### config.mk
export PLATFORM = sky130hd
export DESIGN_NAME = posit_alu_seq
export DESIGN_NICKNAME = d
export VERILOG_FILES = /design/src/rtl/posit_alu_seq.sv
export SDC_FILE = /design/constraint.sdc
export NUM_CORES = 1
export LEC_CHECK = 0
export BUFFER_PORTS_ARGS = -buffer_cell sky130_fd_sc_hd__buf_2
export CAP_MARGIN = 20
export CELL_PAD_IN_SITES_DETAIL_PLACEMENT = 0
export CELL_PAD_IN_SITES_GLOBAL_PLACEMENT = 1
export CORE_UTILIZATION = 46
export DETAILED_ROUTE_END_ITERATION = 16
export PLACE_DENSITY_LB_ADDON = 0.1
export SETUP_SLACK_MARGIN = 0.5
export SLEW_MARGIN = 20
export SYNTH_ARGS = -nofsm -noshare
export SYNTH_HDL_FRONTEND = slang
export SYNTH_SLANG_ARGS = --single-unit
### constraint.sdc
create_clock -name clk -period 6.1 [get_ports clk]
set_clock_uncertainty 0.05 [all_clocks]
set_input_delay 1.22 -clock clk [delete_from_list [all_inputs] [get_ports clk]]
set_output_delay 1.22 -clock clk [all_outputs]
set_load 0.005 [all_outputs]
### src/rtl/posit_alu_seq.sv
// Registered ALU: add/sub/and/or/xor/cmp/mov in 1 cycle, shift-add MUL in WIDTH cycles after accept.
// Backpressure: result held while out_valid && !out_ready; in_ready drops while held or multiplying.
module posit_alu_seq #(
  parameter int WIDTH = 8
) (
  input  logic             clk,
  input  logic             rst,
  input  logic [WIDTH-1:0] in1,
  input  logic [WIDTH-1:0] in2,
  input  logic [2:0]       select,
  input  logic             in_valid,
  output logic             in_ready,
  output logic [WIDTH-1:0] out,
  output logic             out_valid,
  input  logic             out_ready,
  output logic             c,
  output logic             z,
  output logic             busy
);

  localparam int CW = $clog2(WIDTH);

  localparam logic [2:0] OP_ADD = 3'b000;
  localparam logic [2:0] OP_SUB = 3'b001;
  localparam logic [2:0] OP_AND = 3'b010;
  localparam logic [2:0] OP_OR  = 3'b011;
  localparam logic [2:0] OP_XOR = 3'b100;
  localparam logic [2:0] OP_CMP = 3'b101;
  localparam logic [2:0] OP_MUL = 3'b110;

  typedef enum logic {S_IDLE, S_MUL} state_t;

  state_t           state_q, state_d;
  logic [WIDTH-1:0] out_q, out_d;
  logic             out_valid_q, out_valid_d;
  logic             c_q, c_d, z_q, z_d;
  logic [WIDTH-1:0] a_q, a_d, b_q, b_d, acc_q, acc_d;
  logic [CW-1:0]    cnt_q, cnt_d;

  logic             accept;
  logic             last_step;
  logic [WIDTH-1:0] alu_res;
  logic [WIDTH-1:0] acc_step;

  // State register
  always_ff @(posedge clk) begin
    if (rst) state_q <= S_IDLE;
    else     state_q <= state_d;
  end

  // Next-state logic
  always_comb begin
    state_d = state_q;
    case (state_q)
      S_IDLE:  if (accept && select == OP_MUL) state_d = S_MUL;
      S_MUL:   if (last_step) state_d = S_IDLE;
      default: state_d = S_IDLE;
    endcase
  end

  // Output / handshake logic
  always_comb begin
    in_ready  = (state_q == S_IDLE) && (!out_valid_q || out_ready);
    busy      = (state_q == S_MUL);
    accept    = in_valid && in_ready;
    last_step = (state_q == S_MUL) && (cnt_q == CW'(WIDTH - 1));
    out       = out_q;
    out_valid = out_valid_q;
    c         = c_q;
    z         = z_q;
  end

  always_comb begin
    alu_res = '0;
    case (select)
      OP_ADD:  alu_res = in1 + in2;
      OP_SUB:  alu_res = in1 - in2;
      OP_AND:  alu_res = in1 & in2;
      OP_OR:   alu_res = in1 | in2;
      OP_XOR:  alu_res = in1 ^ in2;
      default: alu_res = in1;
    endcase
  end

  assign acc_step = acc_q + (b_q[0] ? a_q : '0);

  always_comb begin
    out_d       = out_q;
    out_valid_d = out_valid_q;
    c_d         = c_q;
    z_d         = z_q;
    a_d         = a_q;
    b_d         = b_q;
    acc_d       = acc_q;
    cnt_d       = cnt_q;

    if (out_valid_q && out_ready) out_valid_d = 1'b0;

    if (accept) begin
      if (select == OP_MUL) begin
        a_d   = in1;
        b_d   = in2;
        acc_d = '0;
        cnt_d = '0;
      end else if (select == OP_CMP) begin
        out_d       = '0;
        out_valid_d = 1'b1;
        c_d         = (in1 > in2);
        z_d         = (in1 == in2);
      end else begin
        out_d       = alu_res;
        out_valid_d = 1'b1;
      end
    end

    // One multiplier bit per cycle: multiplicand shifts left, multiplier shifts right.
    if (state_q == S_MUL) begin
      acc_d = acc_step;
      a_d   = a_q << 1;
      b_d   = b_q >> 1;
      cnt_d = cnt_q + 1'b1;
      if (last_step) begin
        out_d       = acc_step;
        out_valid_d = 1'b1;
      end
    end
  end

  always_ff @(posedge clk) begin
    if (rst) begin
      out_q       <= '0;
      out_valid_q <= 1'b0;
      c_q         <= 1'b0;
      z_q         <= 1'b0;
      a_q         <= '0;
      b_q         <= '0;
      acc_q       <= '0;
      cnt_q       <= '0;
    end else begin
      out_q       <= out_d;
      out_valid_q <= out_valid_d;
      c_q         <= c_d;
      z_q         <= z_d;
      a_q         <= a_d;
      b_q         <= b_d;
      acc_q       <= acc_d;
      cnt_q       <= cnt_d;
    end
  end

endmodule
**Yosys cells after proc, flatten, opt, wreduce, memory -nomap -nowiden**

Cells that the tools add are included.
Widths: inputs -> output; s select.

- Flip-flop bits (word level): 39
- Input bits: 23
- Logic and storage cells: 70

- Add/subtract/negate cells: 4
- Order comparisons: 1
- Equality and inequality tests: 8
- Mux-type cells: 27
- Bitwise logic cells: 5
- Reductions and logical operators: 14

Operator list:

| cell | count |
|---|---|
| $mux 8 | 12 |
| $pmux 8 s5 | 1 |
| $mux 7 | 3 |
| $add 8x8->8 | 2 |
| $eq 3x3->1 const B | 4 |
| $mux 3 | 3 |
| $and 8x8->8 | 1 |
| $eq 8x8->1 | 1 |
| $gt 8x8->1 | 1 |
| $or 8x8->8 | 1 |
| $sub 8x8->8 | 1 |
| $xor 8x8->8 | 1 |
| $mux 1 | 7 |
| $eq 3x2->1 const B | 2 |
| $logic_and 1x1->1 | 5 |
| $reduce_and 2->1 | 2 |
| $reduce_bool 2->1 | 2 |
| $add 3x1->3 const B | 1 |
| $eq 3x1->1 const B | 1 |
| $logic_not 3->1 | 1 |
| $reduce_and 3->1 | 1 |
| $not 1->1 | 2 |
| $pmux 1 s2 | 1 |
| $reduce_or 2->1 | 1 |
| other kinds (2) | 2 |

**Depth between registers and ports, before layout**

- Word-level depth: 7
- Gate-level depth with buffers: 9

**Worst setup path after synthesis**

Ideal clock, no wire load.

- Path type: input-to-reg
- Start: input in1[0]
- End: register out_q[4] (netlist: out[4])
- Library setup time: 0.145 ns
- Data arrival time: 2.764 ns
- Data required time: 5.905 ns
- Slack: 3.141 ns
- Stages on the path: 7
- Path buffers: 0
- Cell sequence: ha_1 fa_1 a21o_1 a211oi_1 nor4_1 a2111oi_0 a221oi_1

- Cells in the longest elaborated chain, start to end: 7
- Elaborated cells between the ends (all ways): 8

Ends and longest elaborated chain:

| what | line | source |
|---|---|---|
| start: declaration | 8 | `input logic [WIDTH-1:0] in1,` |
| $sub 8x8->8 or $add 8x8->8 (tied branches) | 77, 76 |  |
| $pmux 8 s5 (*) | 75 | `case (select)` |
| $mux 8 (*) | 105 | `end else if (select == OP_CMP) begin` |
| $mux 8 (*) | 100 | `if (select == OP_MUL) begin` |
| $mux 8 (*) | 99 | `if (accept) begin` |
| $mux 8 | 122 | `if (last_step) begin` |
| $mux 8 (*) | 117 | `if (state_q == S_MUL) begin` |
| end signal: assignment | 140 | `out_q <= out_d;` |
| end: declaration | 34 | `logic [WIDTH-1:0] out_q, out_d;` |

Mark *: on every way between the ends. The rest lies on a longest branch, timed or not.
A chain may end at the register's enable or synchronous reset.

**Final worst setup path**

- Start: input out_ready
- End: output in_ready

- Cells in the longest elaborated chain, start to end: 2

Ends and longest elaborated chain:

| what | line | source |
|---|---|---|
| start: declaration | 15 | `input logic out_ready,` |
| $logic_or 1x1->1 | 63 | `in_ready = (state_q == S_IDLE) && (!out_valid_q \|\| out_ready);` |
| $logic_and 1x1->1 | 63 |  |
| end: declaration | 12 | `output logic in_ready,` |

Every way passes these cells.

==> flow_summary.yaml <==
yosys:
  async_flop_share: 0
  synth.distinct_cells: 53
  yosys_warnings: 0
  avgSynthCellArea_um2: 7.71
  synth_edf_count: 0
  yosysSeqAreaShare: 0.244
  synth_cells: 415
  ys.flop_type: "dfxtp_1"
  syn-num-nets: 474
  syn-cell-area_um2: 3200
  ys_seq_elements: 39
setup_path:
  start_kind: "input pin"
  critPathKind: "input pin to output pin"
  crit_fanout: 5
  critical_path.slowest_cell: "nand2b_1"
  cpLargestDelayFamily: "simple AND/OR/NAND/NOR gates"
  r2r-start: "b_q[0]"
  crit_top_cell: "buf_2"
  worst-r2r-setup-slack_ns: 3.69
  crit_path_start: "out_ready"
  cpPeakStageDelay_ns: 0.23
  path_cells: "buf_2 -> nand2b_1 -> nor2b_1 -> buf_2"
  cp.required_ns: 4.83
  worstPathArrival_ns: 1.85
  crit_buf_inv: 2
  worstSetupEndpointType: "output pin"
layout:
  mostFrequentLayoutCells: "a21oi_1 (53), nand2_1 (45), dfxtp_1 (39), buf_2 (35), ha_1 (33)"
  stdcell_count: 512
  area_delta_synth_final_pct: 9.12
  diodes: 0
  nets: 490
  final_common_cell: "a21oi_1"
  drive_gt1_frac: 0.123
  postLayoutCellArea_um2: 3490
clocking:
  postCtsSetupBuffers: 0
  cts_max_level: 2
  cts_made_buffers: 5
  cts.repair.resized: 0
  cts_hold_buf: 0
  cts_root_buffer: "clkbuf_8"
  cts_tree: "built"
  clk_pin_slew_ns: 0.08
  worstSkewPairLatency_ns: 0.29
  clk_path_buf_depth: 2
  clock-sinks: 39
outcome:
  status: "finished clean"
timing:
  final_max_slew_viol_count: 0
  whs_ns: 0.409
  tightest_slew_ns: 0.838
  rsz0062_at_grt: "no"
  relSlewSlack: 0.440
  finalCriticalPeriod_ns: 3.12
  hold_viol: 0
  setup_tns_ns: 0
  setup_viol: 0
  fin_crit_sh: 0.512
  max_clock_freq_mhz: 320
global_routing:
  grtUsageTotal: 0.243
  grt_max_degree: 41
  antenna_found_initial: 0
  grt_first_pass_wirelength_um: 14000
  grt_overflow: 0
  grt_pass1_vias: 2729
worst_hold_path:
  min_from: "b_q[7]"
  min_path_type: "register to register"
floorplan:
  rows: 30
  io_pins: 36
  die_x_um: 85.4
  die_h_um: 85.4
  coreArea_um2: 6760
  dieArea_um2: 7290
  start_util: 0.473
placement:
  place_area_um2: 3350
  dp_cells: 504
  hpwl_um: 6430
  routabilityCongestion: 0.827
  portBuffers: 35
pwr:
  leakage_nw: 1.47
  p_per_area_nw_per_um2: 197
  peakVddDrop_uv: 146
  totalPowerFinal_w: 0.000686
detailed_routing:
  route.detailed.drc: 0
  wirelength_um: 8770
  vias: 3113
  viasPerCell: 6.08
  wire_per_inst_um: 17.1
  ant_nets: 0
  dr.pass1.iters: 5
  drtIter0Drc: 228
flow_run:
  maxCapViolations: 0
worst min-delay path: cells and delay by family, from the launching register on:
| kind | cells | cell delay [ns] |
|---|---|---|
| DFF | 1 | 0.32 |
| and+or+nand+nor | 1 | 0.05 |
| AOI/OAI and AO/OA | 1 | 0.05 |
area by class of cell:
cell class / count / area [µm²]
tap: 80 / 100
clock buffer: 5 / 68.8
timing repair buffer: 36 / 183
multi-input combinational: 325 / 2200
fill: 676 / 3270
clock inverter: 3 / 67.6
sequential: 39 / 781
inverter: 24 / 90.1
per-stage QoR:
stage	worst slack, ns	utilization
2_1_floorplan	3.14	-
5_1_grt	2.86	0.516
4_1_cts	2.97	0.516
3_3_place_gp	2.73	0.496
6_report	2.98	0.516
3_5_place_dp	2.71	0.496
state kept, by name, summed over array words and instances (netlist names):
register   cells
c              1
b_q            8
busy           1
a_q            8
out            8
out_valid      1
acc_q          8
z              1
cnt_q          3
worst paths after layout:
check                           endpoint  cells after the start
worst max-delay path            in_ready                      4
worst min register to register    b_q[6]                      2
worst max register to register    out[7]                      8
worst min-delay path              b_q[6]                      2
power by group:
group	internal (W)	total [W]	switching, W
combinational	0.0000603	0.000154	0.0000942
sequential	0.000262	0.000269	0.00000712
clock	0.000163	0.000262	0.0000992
total	0.000486	0.000686	0.000201
routing by layer:
layer,up-vias,track usage,part of all wire,routed length [µm]
li1,1522,-,-,-
met1,1480,0.354,0.49,4280
met2,103,0.385,0.44,3900
met3,8,0.0379,0.057,498
met4,0,0.0409,0.011,97
met5,-,0,0,0
cells in the mapped netlist (all sizes together), types with 4 or more instances:
master	number	area share
ha	33	0.13
inv	24	0.028
a21oi	53	0.083
nand3b	10	0.023
nor3	11	0.021
a21o	5	0.012
o21bai	4	0.0094
buf	12	0.022
xnor2	10	0.027
dfxtp	39	0.24
nand2	46	0.055
a31oi	11	0.022
a22oi	12	0.028
a211oi	10	0.023
nor2	24	0.029
o22ai	10	0.020
nand2b	5	0.0098
o21ai	18	0.028
and2	9	0.018
mux2i	8	0.025
o211ai	4	0.011
clkbuf	15	0.018
kinds of logic after synthesis:
| logic type | count (synthesis) | synth area share |
|---|---|---|
| flops | 39 | 0.244 |
| buf+inv | 51 | 0.0681 |
| fa+ha+maj | 36 | 0.148 |
| compound gates | 144 | 0.282 |
| mux | 10 | 0.0321 |
| simple gates | 124 | 0.196 |
| xor+xnor | 11 | 0.0301 |
(Power assumes the default switching activity.)
